## src/rtl/id_ex_stage_if.sv

```systemverilog
// ----------------------------------------------------------------------------
// id_ex_stage_if
// Bundle between ID, the later pipeline stages and the ID/EX register.
//   master : ID/EX-MEM/MEM-WB side; drives stall/flush, id_* and forwarding
//            inputs, observes the EX outputs and load_use.
//   slave  : id_ex_stage itself.
// ----------------------------------------------------------------------------
interface id_ex_stage_if #(
    parameter int XLEN = 64
);
    // ID -> EX
    logic            stall;
    logic            flush;
    logic            id_valid;
    logic [XLEN-1:0] id_rs1_data;
    logic [XLEN-1:0] id_rs2_data;
    logic [XLEN-1:0] id_imm;
    logic [4:0]      id_rs1;
    logic [4:0]      id_rs2;
    logic [4:0]      id_rd;
    logic            id_alu_src;
    logic [1:0]      id_alu_op;
    logic [2:0]      id_funct3;
    logic            id_funct7_30;
    logic            id_reg_write;
    logic            id_mem_read;
    logic            id_mem_write;
    logic            id_mem_to_reg;
    logic            id_branch;
    // Later stages (forwarding sources)
    logic [4:0]      exmem_rd;
    logic [4:0]      memwb_rd;
    logic            exmem_reg_write;
    logic            memwb_reg_write;
    logic [XLEN-1:0] exmem_result;
    logic [XLEN-1:0] memwb_result;
    // EX outputs
    logic            ex_valid;
    logic [XLEN-1:0] alu_data1;
    logic [XLEN-1:0] alu_data2;
    logic [3:0]      alu_ctrl;
    logic [XLEN-1:0] ex_store_data;
    logic [4:0]      ex_rd;
    logic            ex_reg_write;
    logic            ex_mem_read;
    logic            ex_mem_write;
    logic            ex_mem_to_reg;
    logic            ex_branch;
    logic            load_use;

    modport master (
        output stall, flush, id_valid, id_rs1_data, id_rs2_data, id_imm,
               id_rs1, id_rs2, id_rd, id_alu_src, id_alu_op, id_funct3,
               id_funct7_30, id_reg_write, id_mem_read, id_mem_write,
               id_mem_to_reg, id_branch, exmem_rd, memwb_rd,
               exmem_reg_write, memwb_reg_write, exmem_result, memwb_result,
        input  ex_valid, alu_data1, alu_data2, alu_ctrl, ex_store_data, ex_rd,
               ex_reg_write, ex_mem_read, ex_mem_write, ex_mem_to_reg,
               ex_branch, load_use
    );

    modport slave (
        input  stall, flush, id_valid, id_rs1_data, id_rs2_data, id_imm,
               id_rs1, id_rs2, id_rd, id_alu_src, id_alu_op, id_funct3,
               id_funct7_30, id_reg_write, id_mem_read, id_mem_write,
               id_mem_to_reg, id_branch, exmem_rd, memwb_rd,
               exmem_reg_write, memwb_reg_write, exmem_result, memwb_result,
        output ex_valid, alu_data1, alu_data2, alu_ctrl, ex_store_data, ex_rd,
               ex_reg_write, ex_mem_read, ex_mem_write, ex_mem_to_reg,
               ex_branch, load_use
    );
endinterface

```

## src/rtl/id_ex_stage.sv

```systemverilog
// ----------------------------------------------------------------------------
// id_ex_stage
// ID/EX pipeline register plus the execute-operand front end feeding the ALU:
// forwarding muxes, operand routing, ALU control decode and load-use detect.
//   i_clk   : rising-edge clock
//   i_reset : synchronous active-high reset, clears every register
//   bus     : id_ex_stage_if.slave (ID inputs, forwarding inputs, EX outputs)
// Build option: define ID_EX_FORWARDING_EN to enable EX/MEM and MEM/WB
// forwarding; without it the operands are always the registered regfile data.
// ----------------------------------------------------------------------------
module id_ex_stage #(
    parameter int XLEN = 64
) (
    input  logic         i_clk,
    input  logic         i_reset,
    id_ex_stage_if.slave bus
);
    logic            r_valid;
    logic [XLEN-1:0] r_rs1_data;
    logic [XLEN-1:0] r_rs2_data;
    logic [XLEN-1:0] r_imm;
    logic [4:0]      r_rs1;
    logic [4:0]      r_rs2;
    logic [4:0]      r_rd;
    logic            r_alu_src;
    logic [1:0]      r_alu_op;
    logic [2:0]      r_funct3;
    logic            r_funct7_30;
    logic            r_reg_write;
    logic            r_mem_read;
    logic            r_mem_write;
    logic            r_mem_to_reg;
    logic            r_branch;

    logic [XLEN-1:0] w_fwd1;
    logic [XLEN-1:0] w_fwd2;
    logic [3:0]      w_alu_ctrl;

    // Flush only kills validity and control; data fields are don't-care
    // in a bubble, so they are left alone.
    always_ff @(posedge i_clk) begin
        if (i_reset) begin
            r_valid      <= 1'b0;
            r_rs1_data   <= '0;
            r_rs2_data   <= '0;
            r_imm        <= '0;
            r_rs1        <= '0;
            r_rs2        <= '0;
            r_rd         <= '0;
            r_alu_src    <= 1'b0;
            r_alu_op     <= '0;
            r_funct3     <= '0;
            r_funct7_30  <= 1'b0;
            r_reg_write  <= 1'b0;
            r_mem_read   <= 1'b0;
            r_mem_write  <= 1'b0;
            r_mem_to_reg <= 1'b0;
            r_branch     <= 1'b0;
        end else if (bus.flush) begin
            r_valid      <= 1'b0;
            r_alu_src    <= 1'b0;
            r_alu_op     <= '0;
            r_reg_write  <= 1'b0;
            r_mem_read   <= 1'b0;
            r_mem_write  <= 1'b0;
            r_mem_to_reg <= 1'b0;
            r_branch     <= 1'b0;
        end else if (!bus.stall) begin
            r_valid      <= bus.id_valid;
            r_rs1_data   <= bus.id_rs1_data;
            r_rs2_data   <= bus.id_rs2_data;
            r_imm        <= bus.id_imm;
            r_rs1        <= bus.id_rs1;
            r_rs2        <= bus.id_rs2;
            r_rd         <= bus.id_rd;
            r_alu_src    <= bus.id_alu_src;
            r_alu_op     <= bus.id_alu_op;
            r_funct3     <= bus.id_funct3;
            r_funct7_30  <= bus.id_funct7_30;
            r_reg_write  <= bus.id_reg_write;
            r_mem_read   <= bus.id_mem_read;
            r_mem_write  <= bus.id_mem_write;
            r_mem_to_reg <= bus.id_mem_to_reg;
            r_branch     <= bus.id_branch;
        end
    end

`ifdef ID_EX_FORWARDING_EN
    // EX/MEM is the younger result, so it is checked first. x0 never forwards.
    always_comb begin
        w_fwd1 = r_rs1_data;
        if (bus.exmem_reg_write && bus.exmem_rd != 5'd0 && bus.exmem_rd == r_rs1)
            w_fwd1 = bus.exmem_result;
        else if (bus.memwb_reg_write && bus.memwb_rd != 5'd0 && bus.memwb_rd == r_rs1)
            w_fwd1 = bus.memwb_result;
    end

    always_comb begin
        w_fwd2 = r_rs2_data;
        if (bus.exmem_reg_write && bus.exmem_rd != 5'd0 && bus.exmem_rd == r_rs2)
            w_fwd2 = bus.exmem_result;
        else if (bus.memwb_reg_write && bus.memwb_rd != 5'd0 && bus.memwb_rd == r_rs2)
            w_fwd2 = bus.memwb_result;
    end
`else
    assign w_fwd1 = r_rs1_data;
    assign w_fwd2 = r_rs2_data;

    // Forwarding inputs and source indices have no consumer in this build.
    logic w_unused_fwd;
    assign w_unused_fwd = ^{bus.exmem_rd, bus.memwb_rd, bus.exmem_reg_write,
                            bus.memwb_reg_write, bus.exmem_result,
                            bus.memwb_result, r_rs1, r_rs2};
`endif

    // 1111 is an intentionally unsupported code; the ALU returns 0 for it.
    always_comb begin
        w_alu_ctrl = 4'b0000;
        if (r_valid) begin
            case (r_alu_op)
                2'b00: w_alu_ctrl = 4'b0010;
                2'b01: w_alu_ctrl = 4'b0110;
                2'b10: begin
                    case (r_funct3)
                        3'b000:  w_alu_ctrl = r_funct7_30 ? 4'b0110 : 4'b0010;
                        3'b111:  w_alu_ctrl = 4'b0000;
                        3'b110:  w_alu_ctrl = 4'b0001;
                        default: w_alu_ctrl = 4'b1111;
                    endcase
                end
                default: begin
                    case (r_funct3)
                        3'b000:  w_alu_ctrl = 4'b0010;
                        3'b111:  w_alu_ctrl = 4'b0000;
                        3'b110:  w_alu_ctrl = 4'b0001;
                        default: w_alu_ctrl = 4'b1111;
                    endcase
                end
            endcase
        end
    end

    assign bus.ex_valid      = r_valid;
    assign bus.alu_data1     = w_fwd1;
    assign bus.alu_data2     = r_alu_src ? r_imm : w_fwd2;
    assign bus.alu_ctrl      = w_alu_ctrl;
    assign bus.ex_store_data = w_fwd2;
    assign bus.ex_rd         = r_rd;

    // Stale control bits may survive in a bubble; gate them with validity.
    assign bus.ex_reg_write  = r_valid & r_reg_write;
    assign bus.ex_mem_read   = r_valid & r_mem_read;
    assign bus.ex_mem_write  = r_valid & r_mem_write;
    assign bus.ex_mem_to_reg = r_valid & r_mem_to_reg;
    assign bus.ex_branch     = r_valid & r_branch;

    // The loaded value is not available until MEM ends, so a dependent
    // instruction in ID must wait one cycle. ID owns the stall/flush response.
    assign bus.load_use = r_valid && r_mem_read && (r_rd != 5'd0) &&
                          ((r_rd == bus.id_rs1) || (r_rd == bus.id_rs2));
endmodule

```

## src/flat_wrapper.sv

```systemverilog
// flat-port wrapper written by rule: the top's interface ports become plain ports
module id_ex_stage_flat 
#(
    parameter int XLEN = 64
)
  (i_clk, i_reset, bus_stall, bus_flush, bus_id_valid, bus_id_rs1_data, bus_id_rs2_data, bus_id_imm, bus_id_rs1, bus_id_rs2, bus_id_rd, bus_id_alu_src, bus_id_alu_op, bus_id_funct3, bus_id_funct7_30, bus_id_reg_write, bus_id_mem_read, bus_id_mem_write, bus_id_mem_to_reg, bus_id_branch, bus_exmem_rd, bus_memwb_rd, bus_exmem_reg_write, bus_memwb_reg_write, bus_exmem_result, bus_memwb_result, bus_ex_valid, bus_alu_data1, bus_alu_data2, bus_alu_ctrl, bus_ex_store_data, bus_ex_rd, bus_ex_reg_write, bus_ex_mem_read, bus_ex_mem_write, bus_ex_mem_to_reg, bus_ex_branch, bus_load_use);
  id_ex_stage_if #(.XLEN(XLEN)) bus_i ();
  input  logic i_clk;
  input  logic i_reset;
  input wire logic [$bits(bus_i.stall)-1:0] bus_stall;
  input wire logic [$bits(bus_i.flush)-1:0] bus_flush;
  input wire logic [$bits(bus_i.id_valid)-1:0] bus_id_valid;
  input wire logic [$bits(bus_i.id_rs1_data)-1:0] bus_id_rs1_data;
  input wire logic [$bits(bus_i.id_rs2_data)-1:0] bus_id_rs2_data;
  input wire logic [$bits(bus_i.id_imm)-1:0] bus_id_imm;
  input wire logic [$bits(bus_i.id_rs1)-1:0] bus_id_rs1;
  input wire logic [$bits(bus_i.id_rs2)-1:0] bus_id_rs2;
  input wire logic [$bits(bus_i.id_rd)-1:0] bus_id_rd;
  input wire logic [$bits(bus_i.id_alu_src)-1:0] bus_id_alu_src;
  input wire logic [$bits(bus_i.id_alu_op)-1:0] bus_id_alu_op;
  input wire logic [$bits(bus_i.id_funct3)-1:0] bus_id_funct3;
  input wire logic [$bits(bus_i.id_funct7_30)-1:0] bus_id_funct7_30;
  input wire logic [$bits(bus_i.id_reg_write)-1:0] bus_id_reg_write;
  input wire logic [$bits(bus_i.id_mem_read)-1:0] bus_id_mem_read;
  input wire logic [$bits(bus_i.id_mem_write)-1:0] bus_id_mem_write;
  input wire logic [$bits(bus_i.id_mem_to_reg)-1:0] bus_id_mem_to_reg;
  input wire logic [$bits(bus_i.id_branch)-1:0] bus_id_branch;
  input wire logic [$bits(bus_i.exmem_rd)-1:0] bus_exmem_rd;
  input wire logic [$bits(bus_i.memwb_rd)-1:0] bus_memwb_rd;
  input wire logic [$bits(bus_i.exmem_reg_write)-1:0] bus_exmem_reg_write;
  input wire logic [$bits(bus_i.memwb_reg_write)-1:0] bus_memwb_reg_write;
  input wire logic [$bits(bus_i.exmem_result)-1:0] bus_exmem_result;
  input wire logic [$bits(bus_i.memwb_result)-1:0] bus_memwb_result;
  output wire logic [$bits(bus_i.ex_valid)-1:0] bus_ex_valid;
  output wire logic [$bits(bus_i.alu_data1)-1:0] bus_alu_data1;
  output wire logic [$bits(bus_i.alu_data2)-1:0] bus_alu_data2;
  output wire logic [$bits(bus_i.alu_ctrl)-1:0] bus_alu_ctrl;
  output wire logic [$bits(bus_i.ex_store_data)-1:0] bus_ex_store_data;
  output wire logic [$bits(bus_i.ex_rd)-1:0] bus_ex_rd;
  output wire logic [$bits(bus_i.ex_reg_write)-1:0] bus_ex_reg_write;
  output wire logic [$bits(bus_i.ex_mem_read)-1:0] bus_ex_mem_read;
  output wire logic [$bits(bus_i.ex_mem_write)-1:0] bus_ex_mem_write;
  output wire logic [$bits(bus_i.ex_mem_to_reg)-1:0] bus_ex_mem_to_reg;
  output wire logic [$bits(bus_i.ex_branch)-1:0] bus_ex_branch;
  output wire logic [$bits(bus_i.load_use)-1:0] bus_load_use;
  assign bus_i.stall = bus_stall;
  assign bus_i.flush = bus_flush;
  assign bus_i.id_valid = bus_id_valid;
  assign bus_i.id_rs1_data = bus_id_rs1_data;
  assign bus_i.id_rs2_data = bus_id_rs2_data;
  assign bus_i.id_imm = bus_id_imm;
  assign bus_i.id_rs1 = bus_id_rs1;
  assign bus_i.id_rs2 = bus_id_rs2;
  assign bus_i.id_rd = bus_id_rd;
  assign bus_i.id_alu_src = bus_id_alu_src;
  assign bus_i.id_alu_op = bus_id_alu_op;
  assign bus_i.id_funct3 = bus_id_funct3;
  assign bus_i.id_funct7_30 = bus_id_funct7_30;
  assign bus_i.id_reg_write = bus_id_reg_write;
  assign bus_i.id_mem_read = bus_id_mem_read;
  assign bus_i.id_mem_write = bus_id_mem_write;
  assign bus_i.id_mem_to_reg = bus_id_mem_to_reg;
  assign bus_i.id_branch = bus_id_branch;
  assign bus_i.exmem_rd = bus_exmem_rd;
  assign bus_i.memwb_rd = bus_memwb_rd;
  assign bus_i.exmem_reg_write = bus_exmem_reg_write;
  assign bus_i.memwb_reg_write = bus_memwb_reg_write;
  assign bus_i.exmem_result = bus_exmem_result;
  assign bus_i.memwb_result = bus_memwb_result;
  assign bus_ex_valid = bus_i.ex_valid;
  assign bus_alu_data1 = bus_i.alu_data1;
  assign bus_alu_data2 = bus_i.alu_data2;
  assign bus_alu_ctrl = bus_i.alu_ctrl;
  assign bus_ex_store_data = bus_i.ex_store_data;
  assign bus_ex_rd = bus_i.ex_rd;
  assign bus_ex_reg_write = bus_i.ex_reg_write;
  assign bus_ex_mem_read = bus_i.ex_mem_read;
  assign bus_ex_mem_write = bus_i.ex_mem_write;
  assign bus_ex_mem_to_reg = bus_i.ex_mem_to_reg;
  assign bus_ex_branch = bus_i.ex_branch;
  assign bus_load_use = bus_i.load_use;
  id_ex_stage #(.XLEN(XLEN)) u_core (.i_clk(i_clk), .i_reset(i_reset), .bus(bus_i));
endmodule
```

## config.mk

```make
export PLATFORM = sky130hd
export DESIGN_NAME = id_ex_stage_flat
export DESIGN_NICKNAME = d
export VERILOG_FILES = /design/src/rtl/id_ex_stage_if.sv /design/src/rtl/id_ex_stage.sv /design/src/flat_wrapper.sv
export SDC_FILE = /design/constraint.sdc
export NUM_CORES = 1
export LEC_CHECK = 0
export ABC_CLOCK_PERIOD_IN_PS = 1800
export CORE_AREA = 2 2 221 223
export CTS_BUF_LIST = sky130_fd_sc_hd__clkbuf_16
export DETAILED_ROUTE_END_ITERATION = 8
export DIE_AREA = 0 0 223 225
export PLACE_DENSITY_LB_ADDON = 0.12
export SLEW_MARGIN = 20
export SYNTH_ARGS = -nofsm -noshare
export SYNTH_HDL_FRONTEND = slang
export SYNTH_SLANG_ARGS = --single-unit
```

## constraint.sdc

```tcl
create_clock -name i_clk -period 1.8 [get_ports i_clk]
set_input_delay 0.36 -clock i_clk [delete_from_list [all_inputs] [get_ports i_clk]]
set_output_delay 0.36 -clock i_clk [all_outputs]
set_load 0.02 [all_outputs]
```

* Word-level counts from Yosys, hierarchy flattened *
Cells that the tools add are included.

storage, ports and cells
  output and inout port bits = 208
  bits in registers = 210
  bits of input ports = 364
  logic and storage cells = 42

cells by class
  bitwise operators = 7
  mux-type cells = 6
  equality and inequality tests = 6
  reductions and logical operators = 9

operators with widths
  kind                  number
  $mux W64              1
  $pmux W4 S3           3
  $eq A5 B5 Y1          2
  $eq A3 B3 Y1 const B  2
  $and A1 B1 Y1         5
  $reduce_bool A5 Y1    1
  $mux W4               1
  $logic_and A1 B1 Y1   3
  $logic_not A3 Y1      1
  $mux W3               1
  $eq A2 B1 Y1 const B  1
  $eq A2 B2 Y1 const B  1
  $logic_not A2 Y1      1
  $not A1 Y1            2
  $reduce_and A2 Y1     1
  $reduce_or A2 Y1      1
  $logic_or A1 B1 Y1    1

* Logic depth before layout (Yosys ltp) *
  depth after elaboration = 4
  depth in mapped cells = 6
  depth with buffers taken out = 4

* Worst setup path before layout *
Ideal clock, no wire load.

  kind = register -> output
  from = register u_core.r_valid, in the netlist u_core.bus.ex_valid
  to = output bus_load_use
  data required time = 1440 ps
  arrival time = 1277 ps
  path slack = 163 ps
  cell stages (with the launch flop) = 4
  cell sequence = dfxtp_1 > and2_1 > o21ai_0 > a21oi_1

between the ends
  cells in the longest elaborated chain, start to end = 3

ends and longest elaborated chain
  what                               RTL line            RTL
  start: declaration                 id_ex_stage.sv:18   logic r_valid;
  start signal: assignment           id_ex_stage.sv:69   r_valid <= bus.id_valid;
  $logic_and A1 B1 Y1 (3 in series)  id_ex_stage.sv:159  assign bus.load_use = r_valid && r_mem_read && (r_rd != 5'd0) &&
  end: declaration                   flat_wrapper.sv:45  output wire logic [$bits(bus_i.load_use)-1:0] bus_load_use;

No other way between the ends.

* Final worst setup path *
  from = register u_core.r_alu_src
  to = output bus_alu_data2[32]

between the ends
  cells in the longest elaborated chain, start to end = 1

ends and longest elaborated chain
  what                      RTL line            RTL
  start: declaration        id_ex_stage.sv:25   logic r_alu_src;
  start signal: assignment  id_ex_stage.sv:76   r_alu_src <= bus.id_alu_src;
  $mux W64                  id_ex_stage.sv:145  assign bus.alu_data2 = r_alu_src ? r_imm : w_fwd2;
  end: declaration          flat_wrapper.sv:36  output wire logic [$bits(bus_i.alu_data2)-1:0] bus_alu_data2;

No other way between the ends.

==> summary.md <==
| Metric | Value |
|---|---|
| Grt ovf | 0 |
| Flops & latches, synth | 210 |
| Clock buffer depth | 3 |
| Maximum fanout along the worst path | 7 |
| Synth warnings | 0 |
| CTS buffer count | 28 |
| RSZ-0062 raised after global routing | yes |
| Critical path class | reg -> out |
| Core Util, Final | 0.316 |
| Min Hold Slack | 0.139 ns |
| Number of distinct library cells after synthesis | 23 |
| Core ar. | 47,500 µm² |
| Reg2reg end | u_core.r_alu_src |
| Net Count, Synth | 1,372 |
| Fin nets | 1,830 |
| Pins over their slew limit | 0 |
| Port Buffers | 431 |
| Hold Path Cell Cnt | 2 |
| Status | finished, violations left |
| Setup Skew | 0 ns |
| CTS tree | built |
| FMAX | 0.472 GHz |
| Hold Path Origin | i_reset |
| First-pass GRT wire length | 54.2 mm |
| Site row count | 80 |
| GRT Total Usage | 0.141 |
| # H-tree levels | 1 |
| Area growth from synthesis to layout | 84.3% |
| Clock Tree Root | clkbuf_16 |
| Synth area leader | dfxtp_1 |
| Worst setup margin | -0.321 ns |
| Failing checks | negative setup slack |
| Clk pin slew, worst setup/hold paths | 0.06 ns |
| Starting Density | 0.171 |
| Launching point of the worst reg2reg path | u_core.r_alu_src |
| Cells after synthesis | 1,008 |
| Chip height | 225 µm |
| Detail Placement HPWL | 25.5 mm |
| Startpoint class of the critical path | flop |
| Final Power | 12.3 mW |
| Leak | 6.31 nW |
| P per Cell Area | 819 nW/µm² |
| Vias in the first global route | 8,565 |
| DRC | 0 |
| Fillers | 5,087 |
| Sequential cell area fraction in the yosys report | 0.516 |
| Mapped cell area | 8150 µm² |
| Final Hold Viols | 0 |
| Clock latency on the worst-skew pair | 0.55 ns |
| Worst Path Required | 1.44 ns |
| Critical Path End Type | output port |
| Hold Crit Endpoint | u_core.bus.ex_store_data[45] |
| Worst slew margin | 0.779 |
| Width of the chip | 223 µm |
| Io pins | 572 |
| Drt pass-1 iters | 4 |
| Synth Area per Inst | 8.09 µm² |
| WL/cell | 17.5 µm |
| Synth area leaders | dfxtp_1, nand2_1, a21oi_1 |
| Worst path arrival time | 1.76 ns |
| Final setup vio count | 67 |
| CTS sink count | 210 |
| Worst reg-to-reg path cell count | 4 |
| Vias | 8,456 |
| Initial antenna violation count | 6 |
| R2r setup slk | 0.83 ns |
| GPL Wtd Cong | 0.727 |
| Post-route minimum period | 2.12 ns |
| Post-synth top area share | 0.516 |
| Largest net degree at the start of global routing | 62 |
| Post-route ant nets | 0 |
| Number of vias per cell | 4.02 |
| Initial DRC Count | 252 |
| Hold_buf cts | 0 |
| Worst-Margin Slew | 0.332 ns |
| Final worst path period share | 1.18 |
| Peak VDD IR | 0.655 mV |
| Worst Hold Class | in -> reg |
| Final WL | 36.7 mm |
| Layout cells sized above 1 | 0.188 |
| MaxCap Viol Count | 0 |
| Die area | 50,200 µm² |
==> stage by stage <==
| step | instance area, µm² | cells | setup slack, ns | setup TNS [ns] |
|---|---|---|---|---|
| 4_1_cts | 15000 | 2099 | -0.432 | -22.34 |
| 3_5_place_dp | 13600 | 2031 | -0.825 | -6.52 |
| 5_1_grt | 15000 | 2101 | -0.437 | -21.63 |
| 2_1_floorplan | 8150 | 1008 | 0.163 | 0 |
| 6_report | 15000 | 2101 | -0.321 | -16.55 |
| 3_3_place_gp | 13600 | 2031 | -0.859 | -6.98 |
==> synthesized netlist by cell type (all sizes together) <==
master	n
dfxtp	210
o21ai	2
nand2	403
clkbuf	27
buf	49
nand3b	1
nor3	3
mux2	64
and2	5
or4	1
inv	2
nor2	10
xnor2	4
or2	2
nand2b	1
a31oi	2
nand3	3
a21oi	204
xor2	6
mux2i	9
==> critical path, cell delays in order (launching register included) <==
cell	delay, ns
dfxtp_4	0.37
buf_8	0.14
buf_16	0.15
buf_12	0.13
mux2_4	0.29
buf_6	0.13
==> where the power goes <==
group / total [mW] / switching, mW / leakage (nW) / internal (mW)
clock: 5.21 / 2.21 / 0.435 / 3.01
sequential: 4.99 / 0.131 / 1.72 / 4.86
combinational: 2.10 / 0.969 / 4.16 / 1.13
total: 12.3 / 3.31 / 6.31 / 9.00
==> repair_timing <==
action,4_1_cts,5_1_grt
pin swaps,8,3
resized for setup,678,25
endpoints found under the setup margin,208,74
setup buffers,16,2
gates cloned,6,0
==> worst max-delay path by stage <==
stage,startpoint,end,slack (ns),cells after the start
2_1_floorplan,u_core.bus.ex_valid,bus_load_use,0.16,3
3_3_place_gp,bus_id_rs2[3],bus_load_use,-0.86,7
3_5_place_dp,bus_id_rs2[2],bus_load_use,-0.82,7
4_1_cts,u_core.bus.ex_rd[4],bus_load_use,-0.43,6
5_1_grt,u_core.bus.ex_rd[4],bus_load_use,-0.44,6
6_report,u_core.r_alu_src,bus_alu_data2[32],-0.32,5
==> area by class of cell <==
| cell class | count | area (µm²) | area share |
|---|---|---|---|
| diodes | 3 | 7.51 | 0.000500 |
| clock buffers | 29 | 726 | 0.0483 |
| clock inverters | 18 | 106 | 0.00708 |
| inverters | 2 | 10.0 | 0.000666 |
| multi-input cells | 720 | 3900 | 0.259 |
| flip-flops and latches | 210 | 4220 | 0.281 |
| well taps | 615 | 769 | 0.0512 |
| repair buffers | 504 | 5290 | 0.352 |
==> cells by family (layout without fill, tap and decap cells) <==
| family | count (synthesis) | in the layout | synth area share |
|---|---|---|---|
| AND/OR/NAND/NOR | 429 | 429 | 0.202 |
| flip-flops | 210 | 210 | 0.516 |
| AO/OA/AOI/OAI | 208 | 208 | 0.128 |
| buffers and inverters | 78 | 553 | 0.0440 |
| multiplexers | 73 | 73 | 0.0994 |
| XOR/XNOR | 10 | 10 | 0.0107 |
| other | 0 | 3 | 0 |
==> per-layer routing <==
layer	vias to the layer above	wire, µm	GRT usage
met5	-	40	0
met4	6	1070	0.0442
met3	58	2600	0.0454
met2	230	18100	0.246
met1	3958	14900	0.163
li1	4204	-	-
==> placed cells by master (no fill, tap or decap), types with 2 or more instances in the layout <==
cell / n
clkbuf_2: 2
dfxtp_2: 8
dfxtp_1: 200
nand3_1: 2
buf_12: 31
nor2_1: 9
nand2_1: 402
o21ai_2: 2
xor2_1: 6
clkinvlp_4: 2
xnor2_1: 4
clkinv_2: 4
clkbuf_16: 29
nor3_2: 3
clkdlybuf4s50_1: 222
a21oi_1: 201
dlygate4sd2_1: 131
buf_4: 27
and2_1: 3
and2_4: 2
dfxtp_4: 2
buf_16: 4
buf_6: 81
buf_8: 2
a21oi_2: 3
clkdlybuf4s15_2: 2
mux2i_1: 9
clkinv_1: 3
inv_1: 8
buf_2: 2
diode_2: 3
mux2_4: 64
Power figures use the tool's default switching activity.
